==> src/rtl/eco32f_fetch.sv <==
// eco32f instruction fetch stage: PC, single-outstanding instruction bus reads,
// one-entry skid buffer and the registered decode-stage inputs.
module eco32f_fetch #(
    parameter logic [31:0] RESET_PC = 32'hE0000000
) (
    input  logic        clk,
    input  logic        rst,
    output logic [31:0] ibus_adr_o,
    output logic        ibus_req_o,
    input  logic        ibus_ack_i,
    input  logic        ibus_err_i,
    input  logic [31:0] ibus_dat_i,
    input  logic        id_stall,
    input  logic        id_flush,
    input  logic        if_redirect,
    input  logic [31:0] if_redirect_pc,
    output logic [31:0] id_pc,
    output logic [31:0] id_insn,
    output logic        id_exc_ibus_fault,
    output logic        if_bubble
);

    typedef enum logic [2:0] {
        S_BOOT,
        S_FETCH,
        S_STALLED,
        S_ABORT,
        S_HALT
    } state_t;

    state_t      state_q, state_d;
    logic [31:0] pc_q, pc_d;
    logic [31:0] tgt_q, tgt_d;
    logic [31:0] buf_pc_q, buf_pc_d;
    logic [31:0] buf_insn_q, buf_insn_d;
    logic        buf_flt_q, buf_flt_d;
    logic        buf_vld_q, buf_vld_d;
    logic [31:0] id_pc_q, id_pc_d;
    logic [31:0] id_insn_q, id_insn_d;
    logic        flt_q, flt_d;
    logic        bub_q, bub_d;

    logic        adv;
    logic        done;
    logic [31:0] redir_pc;

    assign adv      = !id_stall | id_flush;
    assign done     = ibus_ack_i | ibus_err_i;
    assign redir_pc = {if_redirect_pc[31:2], 2'b00};

    always_comb begin
        state_d    = state_q;
        pc_d       = pc_q;
        tgt_d      = tgt_q;
        buf_pc_d   = buf_pc_q;
        buf_insn_d = buf_insn_q;
        buf_flt_d  = buf_flt_q;
        buf_vld_d  = buf_vld_q;
        id_pc_d    = id_pc_q;
        id_insn_d  = id_insn_q;
        flt_d      = flt_q;
        bub_d      = bub_q;

        // Any output load starts as a bubble; real data overrides it below.
        if (if_redirect || adv) begin
            id_pc_d   = pc_q;
            id_insn_d = 32'h0000_0000;
            flt_d     = 1'b0;
            bub_d     = 1'b1;
        end

        case (state_q)
            S_BOOT: begin
                state_d = S_FETCH;
            end
            S_FETCH: begin
                if (if_redirect) begin
                    if (done) begin
                        pc_d = redir_pc;
                    end else begin
                        tgt_d   = redir_pc;
                        state_d = S_ABORT;
                    end
                end else if (ibus_ack_i) begin
                    pc_d = pc_q + 32'd4;
                    if (adv) begin
                        id_insn_d = ibus_dat_i;
                        bub_d     = 1'b0;
                    end else begin
                        buf_pc_d   = pc_q;
                        buf_insn_d = ibus_dat_i;
                        buf_flt_d  = 1'b0;
                        buf_vld_d  = 1'b1;
                        state_d    = S_STALLED;
                    end
                end else if (ibus_err_i) begin
                    if (adv) begin
                        flt_d   = 1'b1;
                        state_d = S_HALT;
                    end else begin
                        buf_pc_d   = pc_q;
                        buf_insn_d = 32'h0000_0000;
                        buf_flt_d  = 1'b1;
                        buf_vld_d  = 1'b1;
                        state_d    = S_STALLED;
                    end
                end
            end
            S_STALLED: begin
                if (!if_redirect && adv) begin
                    if (buf_vld_q) begin
                        id_pc_d   = buf_pc_q;
                        id_insn_d = buf_insn_q;
                        flt_d     = buf_flt_q;
                        bub_d     = buf_flt_q;
                    end
                    buf_vld_d = 1'b0;
                    state_d   = (buf_vld_q && buf_flt_q) ? S_HALT : S_FETCH;
                end
            end
            S_ABORT: begin
                // The pending response is dropped; a redirect in the same cycle wins.
                if (done) begin
                    pc_d    = if_redirect ? redir_pc : tgt_q;
                    state_d = S_FETCH;
                end else if (if_redirect) begin
                    tgt_d = redir_pc;
                end
            end
            default: begin
            end
        endcase

        if (if_redirect) begin
            buf_vld_d = 1'b0;
            if (state_q != S_FETCH && state_q != S_ABORT) begin
                pc_d    = redir_pc;
                state_d = S_FETCH;
            end
        end
    end

    always_ff @(posedge clk or negedge rst) begin
        if (!rst) begin
            state_q    <= S_BOOT;
            pc_q       <= RESET_PC;
            tgt_q      <= RESET_PC;
            buf_pc_q   <= 32'h0000_0000;
            buf_insn_q <= 32'h0000_0000;
            buf_flt_q  <= 1'b0;
            buf_vld_q  <= 1'b0;
            id_pc_q    <= RESET_PC;
            id_insn_q  <= 32'h0000_0000;
            flt_q      <= 1'b0;
            bub_q      <= 1'b1;
        end else begin
            state_q    <= state_d;
            pc_q       <= pc_d;
            tgt_q      <= tgt_d;
            buf_pc_q   <= buf_pc_d;
            buf_insn_q <= buf_insn_d;
            buf_flt_q  <= buf_flt_d;
            buf_vld_q  <= buf_vld_d;
            id_pc_q    <= id_pc_d;
            id_insn_q  <= id_insn_d;
            flt_q      <= flt_d;
            bub_q      <= bub_d;
        end
    end

    assign ibus_req_o        = (state_q == S_FETCH) || (state_q == S_ABORT);
    assign ibus_adr_o        = pc_q;
    assign id_pc             = id_pc_q;
    assign id_insn           = id_insn_q;
    assign id_exc_ibus_fault = flt_q;
    assign if_bubble         = bub_q;

endmodule

==> config.mk <==
export PLATFORM = sky130hd
export DESIGN_NAME = eco32f_fetch
export DESIGN_NICKNAME = d
export VERILOG_FILES = /design/src/rtl/eco32f_fetch.sv
export SDC_FILE = /design/constraint.sdc
export NUM_CORES = 1
export LEC_CHECK = 0
export CELL_PAD_IN_SITES_DETAIL_PLACEMENT = 1
export CELL_PAD_IN_SITES_GLOBAL_PLACEMENT = 2
export CORE_MARGIN = 5
export CORE_UTILIZATION = 35
export CTS_BUF_LIST = sky130_fd_sc_hd__clkbuf_2
export DETAILED_ROUTE_END_ITERATION = 8
export GPL_TIMING_DRIVEN = 1
export HOLD_SLACK_MARGIN = 0.02
export PLACE_DENSITY_LB_ADDON = 0.25
export SLEW_MARGIN = 30
export SYNTH_ARGS = -nofsm -noshare
export SYNTH_HDL_FRONTEND = slang
export SYNTH_SLANG_ARGS = --single-unit
==> constraint.sdc <==
create_clock -name clk -period 2.42 [get_ports clk]
set_clock_uncertainty 0.1 [all_clocks]
set_input_delay 0.484 -clock clk [delete_from_list [all_inputs] [get_ports clk]]
set_output_delay 0.484 -clock clk [all_outputs]
set_load 0.03 [all_outputs]
== After elaboration in Yosys (flattened, before gate mapping) ==
Cells that the tools add are included.
Cells by class
  $add $sub $neg: 1
  equal/unequal tests: 10
  mux-type cells: 67
  bitwise operators: 4
  reductions and logical operators: 15
Operators by type and width (count)
  $mux 32: 27
  $pmux 32 s2: 3
  $mux 3: 11
  $add 32x3->32 const B: 1
  $mux 1: 22
  $pmux 3 s4: 1
  $reduce_and 4->1: 2
  $eq 3x2->1 const B: 2
  $ne 2x2->1 const B: 3
  $pmux 1 s2: 3
  $reduce_and 3->1: 2
  $ne 4x4->1 const B: 1
  $reduce_bool 2->1: 2
  $eq 3x1->1 const B: 1
  $logic_and 1x1->1: 3
  $logic_not 3->1: 1
  $ne 3x1->1 const B: 1
  $ne 3x2->1 const B: 1
  $ne 3x3->1 const B: 1
  $reduce_bool 3->1: 1
  $logic_not 1->1: 2
  $logic_or 1x1->1: 2
  $not 1->1: 2
  $or 1x1->1: 2
Storage, ports and cells
  flip-flop bits (word level): 199
  logic and storage cells: 108

== Logic depth before layout (Yosys ltp) ==
Gate-level depths: netlist of the first run.
  depth in word-level cells: 9
  mapped depth: 9
  gate-level depth less buffers: 6

== Worst setup path before layout of the first run ==
OpenSTA, ideal clock, no wires.
  path type: reg-to-output
  from: register state_q[2]
  to: output ibus_req_o
  arrival: 1519 ps
  setup slack: 317 ps
  stages on the path, launching flop included: 7
  cell sequence: dfrtp_1 -> buf_2 -> nand2b_1 -> buf_2 -> inv_2 -> buf_2 -> buf_1
Between the ends
  longest elaborated chain between the ends: 2
  elaborated cells between the ends (all ways): 3
  those cells by class: eq/ne: 2; reduce/logical: 1
RTL lines
  start: declaration: line 31  | state_t state_q, state_d;
  start signal: assignment: line 157  | state_q <= state_d;
  $eq 3x1->1 / $eq 3x2->1 (equally long branches): line 171  | assign ibus_req_o = (state_q == S_FETCH) || (state_q == S_ABORT);
  $logic_or 1x1->1 (*): line 171
  end: declaration: line 9  | output logic ibus_req_o,
Every way passes the cells marked *; elsewhere a longest branch is shown, timed or not.

== Final worst setup path of the first run ==
  from: register pc_q[27] (netlist: ibus_adr_o[27])
  to: output ibus_adr_o[27]
RTL lines
  start: declaration: line 32  | logic [31:0] pc_q, pc_d;
  start signal: assignment: line 158  | pc_q <= pc_d;
  end: declaration: line 8  | output logic [31:0] ibus_adr_o,
No word-level cell between the ends.

==> results of run 1 <==
## power by group through the flow
stage	Sequential, uW	Clock [uW]	Combinational (uW)
floorplan	6530	0	2820
global placement	5710	0	6270
detailed placement	5780	0	6410
CTS	5630	1820	6290
global route	5800	1940	6850
finish	5610	1740	6280
## repair_timing
action,4_1_cts,5_1_grt
setup buffers,6,3
gates resized for setup,176,11
setup endpoints to repair,99,8
endpoints found under the hold margin,204,0
hold buffers,13,0
## state kept, by name (all words and copies together), names as in the netlist
| name | count |
|---|---|
| buf_insn_q | 32 |
| buf_pc_q | 32 |
| ibus_adr_o | 32 |
| id_insn | 32 |
| id_pc | 32 |
| tgt_q | 32 |
| state_q | 3 |
| buf_flt_q | 1 |
| buf_vld_q | 1 |
| id_exc_ibus_fault | 1 |
| if_bubble | 1 |
## Yosys cell counts (11+ instances only)
master	n	area, um2
sky130_fd_sc_hd__dfrtp_1	189	4730
sky130_fd_sc_hd__nand2_1	158	593
sky130_fd_sc_hd__o21ai_0	109	546
sky130_fd_sc_hd__mux2_2	65	732
sky130_fd_sc_hd__mux2i_1	52	521
sky130_fd_sc_hd__a21oi_1	49	245
sky130_fd_sc_hd__nor3_1	42	210
sky130_fd_sc_hd__clkbuf_1	38	143
sky130_fd_sc_hd__buf_2	35	175
sky130_fd_sc_hd__nor2_1	34	128
sky130_fd_sc_hd__a221o_1	32	320
sky130_fd_sc_hd__nand4_1	15	93.8
sky130_fd_sc_hd__xnor2_1	14	123
sky130_fd_sc_hd__o221ai_1	13	114
sky130_fd_sc_hd__buf_1	11	41.3
sky130_fd_sc_hd__o22ai_1	11	68.8
## stage by stage
stage,instances,hold WS (ns),power (uW)
2_1_floorplan,1012,0.0884,9350
3_3_place_gp,1549,0.354,12000
3_5_place_dp,1549,0.366,12200
4_1_cts,1600,0.0245,13700
5_1_grt,1605,0.0252,14600
6_report,1605,0.101,13600
## layer usage
metal / up-vias / global-route usage / wire, um
met5: - / 0 / 13
met4: 2 / 0.0357 / 324
met3: 24 / 0.0390 / 1150
met2: 152 / 0.335 / 15800
met1: 4452 / 0.279 / 15500
li1: 4060 / - / -
## final timing paths
check,cells after the start,slack [ns],to,start
setup reg to reg,7,0.32,ibus_adr_o[19],state_q[2]
max in group asynchronous,4,1.10,id_pc[31],rst
setup / recovery,1,0.09,ibus_adr_o[27],ibus_adr_o[27]
hold reg to reg,2,0.39,id_pc[30],buf_pc_q[30]
hold / removal,3,0.10,buf_insn_q[12],ibus_dat_i[12]
min in group asynchronous,3,0.52,id_pc[20],rst
## area by class of cell
| cell class | instances | area, um2 |
|---|---|---|
| inverters | 4 | 15.0 |
| repair buffers | 269 | 2560 |
| flip-flops and latches | 199 | 5010 |
| multi-input cells | 715 | 4660 |
| diodes | 2 | 5.00 |
| fillers | 3283 | 15600 |
| clock buffers | 18 | 90.1 |
| well taps | 384 | 480 |
| clock inverters | 14 | 154 |
## kinds of logic (layout without fill, tap and decap cells)
family	after synthesis	in the layout	share of synthesized area
and+or+nand+nor	306	306	0.143
AOI/OAI and AO/OA	270	270	0.173
DFF	199	199	0.496
muxes	117	117	0.124
buffers and inverters	98	305	0.0447
xor gates and xnor gates	21	21	0.0183
adders and majority gates	1	1	0.00124
other	0	2	0
==> impl.org, run 1 <==
** Run status
- The run finished with clean final reports.

** Placement
- Detailed placement finished with a half-perimeter wire length of 22.6 mm.
- The congestion estimate from routability-driven global placement came to 0.803.
- After detailed placement, the total cell area comes to 0.0126 mm2.
- Post-placement setup slack :: -0.0278 ns
- Port-buffer cells :: 167

** Pwr
- Of the total power, registers draw 0.412.
- The share of total power dissipated in combinational logic is 0.461.
- Part of the total power dissipated in the clock network :: 0.128
- Dividing total power by cell area gives a power density of 1050 mW/mm2.
- Leakage component of the power :: 0.00556 uW
- The worst-case IR drop observed on VDD is 0.406 mV.
- Of the total power, the share spent switching nets is 0.440.
- The internal power of the cells totals 7630 uW.
- Switching Power :: 6000 uW

** STA
- Tightest Pin Transition :: 0.488 ns
- Setup slack closes at 0.0854 ns.
- Final hold violations :: 0
- Setup total negative slack on the finished layout was measured at 0 ns.
- Based on the critical path, the design can be clocked at up to 428 MHz.
- RSZ-0062 raised after global routing :: no
- Slew headroom :: 0.675
- The number of slew-limit violations in the final report was 0.
- Post-route clock period utilization :: 0.965
- Setup violations remaining at the end of the flow were counted as 0.
- Subtracting the final worst setup slack from the clock period gives 2.33 ns.

** Floorplanning
- Pin placement for this block handled 170 I/O pins.
- Die ar. :: 0.0323 mm2
- Initial Utilization :: 0.353
- The die is 180 um tall.
- Die X :: 180 um
- The region available for standard cell placement spans 0.0285 mm2.
- Row cnt :: 62

** Logic synthesis
- Dividing the synthesized area by the synthesized cell count gives 9.95 um2.
- Number of warnings printed during yosys synthesis :: 0
- Netlist Area Pre-Place :: 0.0101 mm2
- Among all flip-flop cells after synthesis, the most frequent one is sky130_fd_sc_hd__dfrtp_1.
- Synth Register Bits :: 199
- Distinct cell type count after synthesis :: 67
- Post-Syn Nets :: 1084
- Of all flip-flops after synthesis, the portion carrying an async set or reset was 1.00.
- Sequential share of the synthesized area :: 0.496
- Number of enable flip-flop cells after synthesis :: 0
- Synthesis handed over a netlist of 1012 instances.

** Clock tree
- In this run the number of H-tree levels came out at 4.
- CTS tree :: done
- Number of buffers created by CTS :: 17
- For the worst-skew pair, the clock arrives at the later sink with an insertion delay of 0.80 ns.
- CTS placed an instance of sky130_fd_sc_hd__clkbuf_2 at the clock tree root.
- Maximum number of buffers from clock root to sink :: 2
- Clock-pin slew was measured on the worst setup and hold paths at 0.37 ns.
- The tree built by TritonCTS fans out to 199 sinks.

** Global route
- The number of antenna violations at the first check in global routing is 3.
- In the global route stage, overall resource usage came out at 0.202.
- Grt total ovfl :: 0
- The via count of the first global-routing pass is 9141.
- Entering global routing, the biggest net connects 54 pins.
- Global-route wire length before repair :: 53.1 mm

** Setup path
- Counting both buffers and inverters, the worst setup path holds a total of 1.
- Data arrives at the worst endpoint at 1.75 ns.
- Along the worst path, the maximum fanout reaches 8.
- On the worst path, the slowest cell contributes a delay of 0.54 ns.
- Series of cell instances along the critical path :: clkdlybuf4s15_1
- The critical path in this run is classified as reg2out.
- On the critical path, the stage with the largest delay is an instance of sky130_fd_sc_hd__dfrtp_2.
- The worst setup path is captured at an output pin.
- On the critical path the largest part of the delay comes from flip-flops.
- Data on the critical path is required at its endpoint by 1.84 ns.
- STA classifies the critical path startpoint as a register.

** Detailed routing
- Number of DRC markers in iteration 0 :: 530
- After detailed routing, the number of vias per cell comes to 5.41.
- Summing over every cut layer, the via total after detailed routing is 8690.
- Final routed wirelength across all metal layers :: 32.8 mm
- In the final routed layout, each cell accounts on average for 20.5 um.
- Once detail routing completed, the nets flagged for antenna violations numbered 0.
- DRC violations left :: 0
- Before antenna repair, the detailed router went through 5 iterations.

** Worst hold path
- Class of the tightest hold or removal check :: in2reg

** Cells and area
- Fin nets :: 1278
- Summed area of non-filler cells in the final layout :: 0.0130 mm2
- Layout area overhead :: 29.0%
- The library cell used most frequently in the layout, excluding fill and tap cells, is sky130_fd_sc_hd__dfrtp_1.
- For this run, the share of the core covered by cells in the final layout is 0.455.
- In the final layout, the share of cells above drive strength 1 is 0.212.
- Most frequent cells in the layout :: sky130_fd_sc_hd__dfrtp_1 (174), sky130_fd_sc_hd__nand2_1 (158), sky130_fd_sc_hd__o21ai_0 (109), sky130_fd_sc_hd__buf_4 (75), sky130_fd_sc_hd__dlygate4sd2_1 (69)

** Flow run
- The tool flagged a number of max-cap violations equal to 0.
Power figures use the tool's default switching activity.
==> inputs of run 2 (changes only) <==
--- a/config.mk
+++ b/config.mk
@@ -14,7 +14,6 @@
 export GPL_TIMING_DRIVEN = 1
 export HOLD_SLACK_MARGIN = 0.02
 export PLACE_DENSITY_LB_ADDON = 0.25
-export SLEW_MARGIN = 30
 export SYNTH_ARGS = -nofsm -noshare
 export SYNTH_HDL_FRONTEND = slang
 export SYNTH_SLANG_ARGS = --single-unit
==> results of run 2 <==
The final DEF is identical to that of run 1; final timing and power are the same.
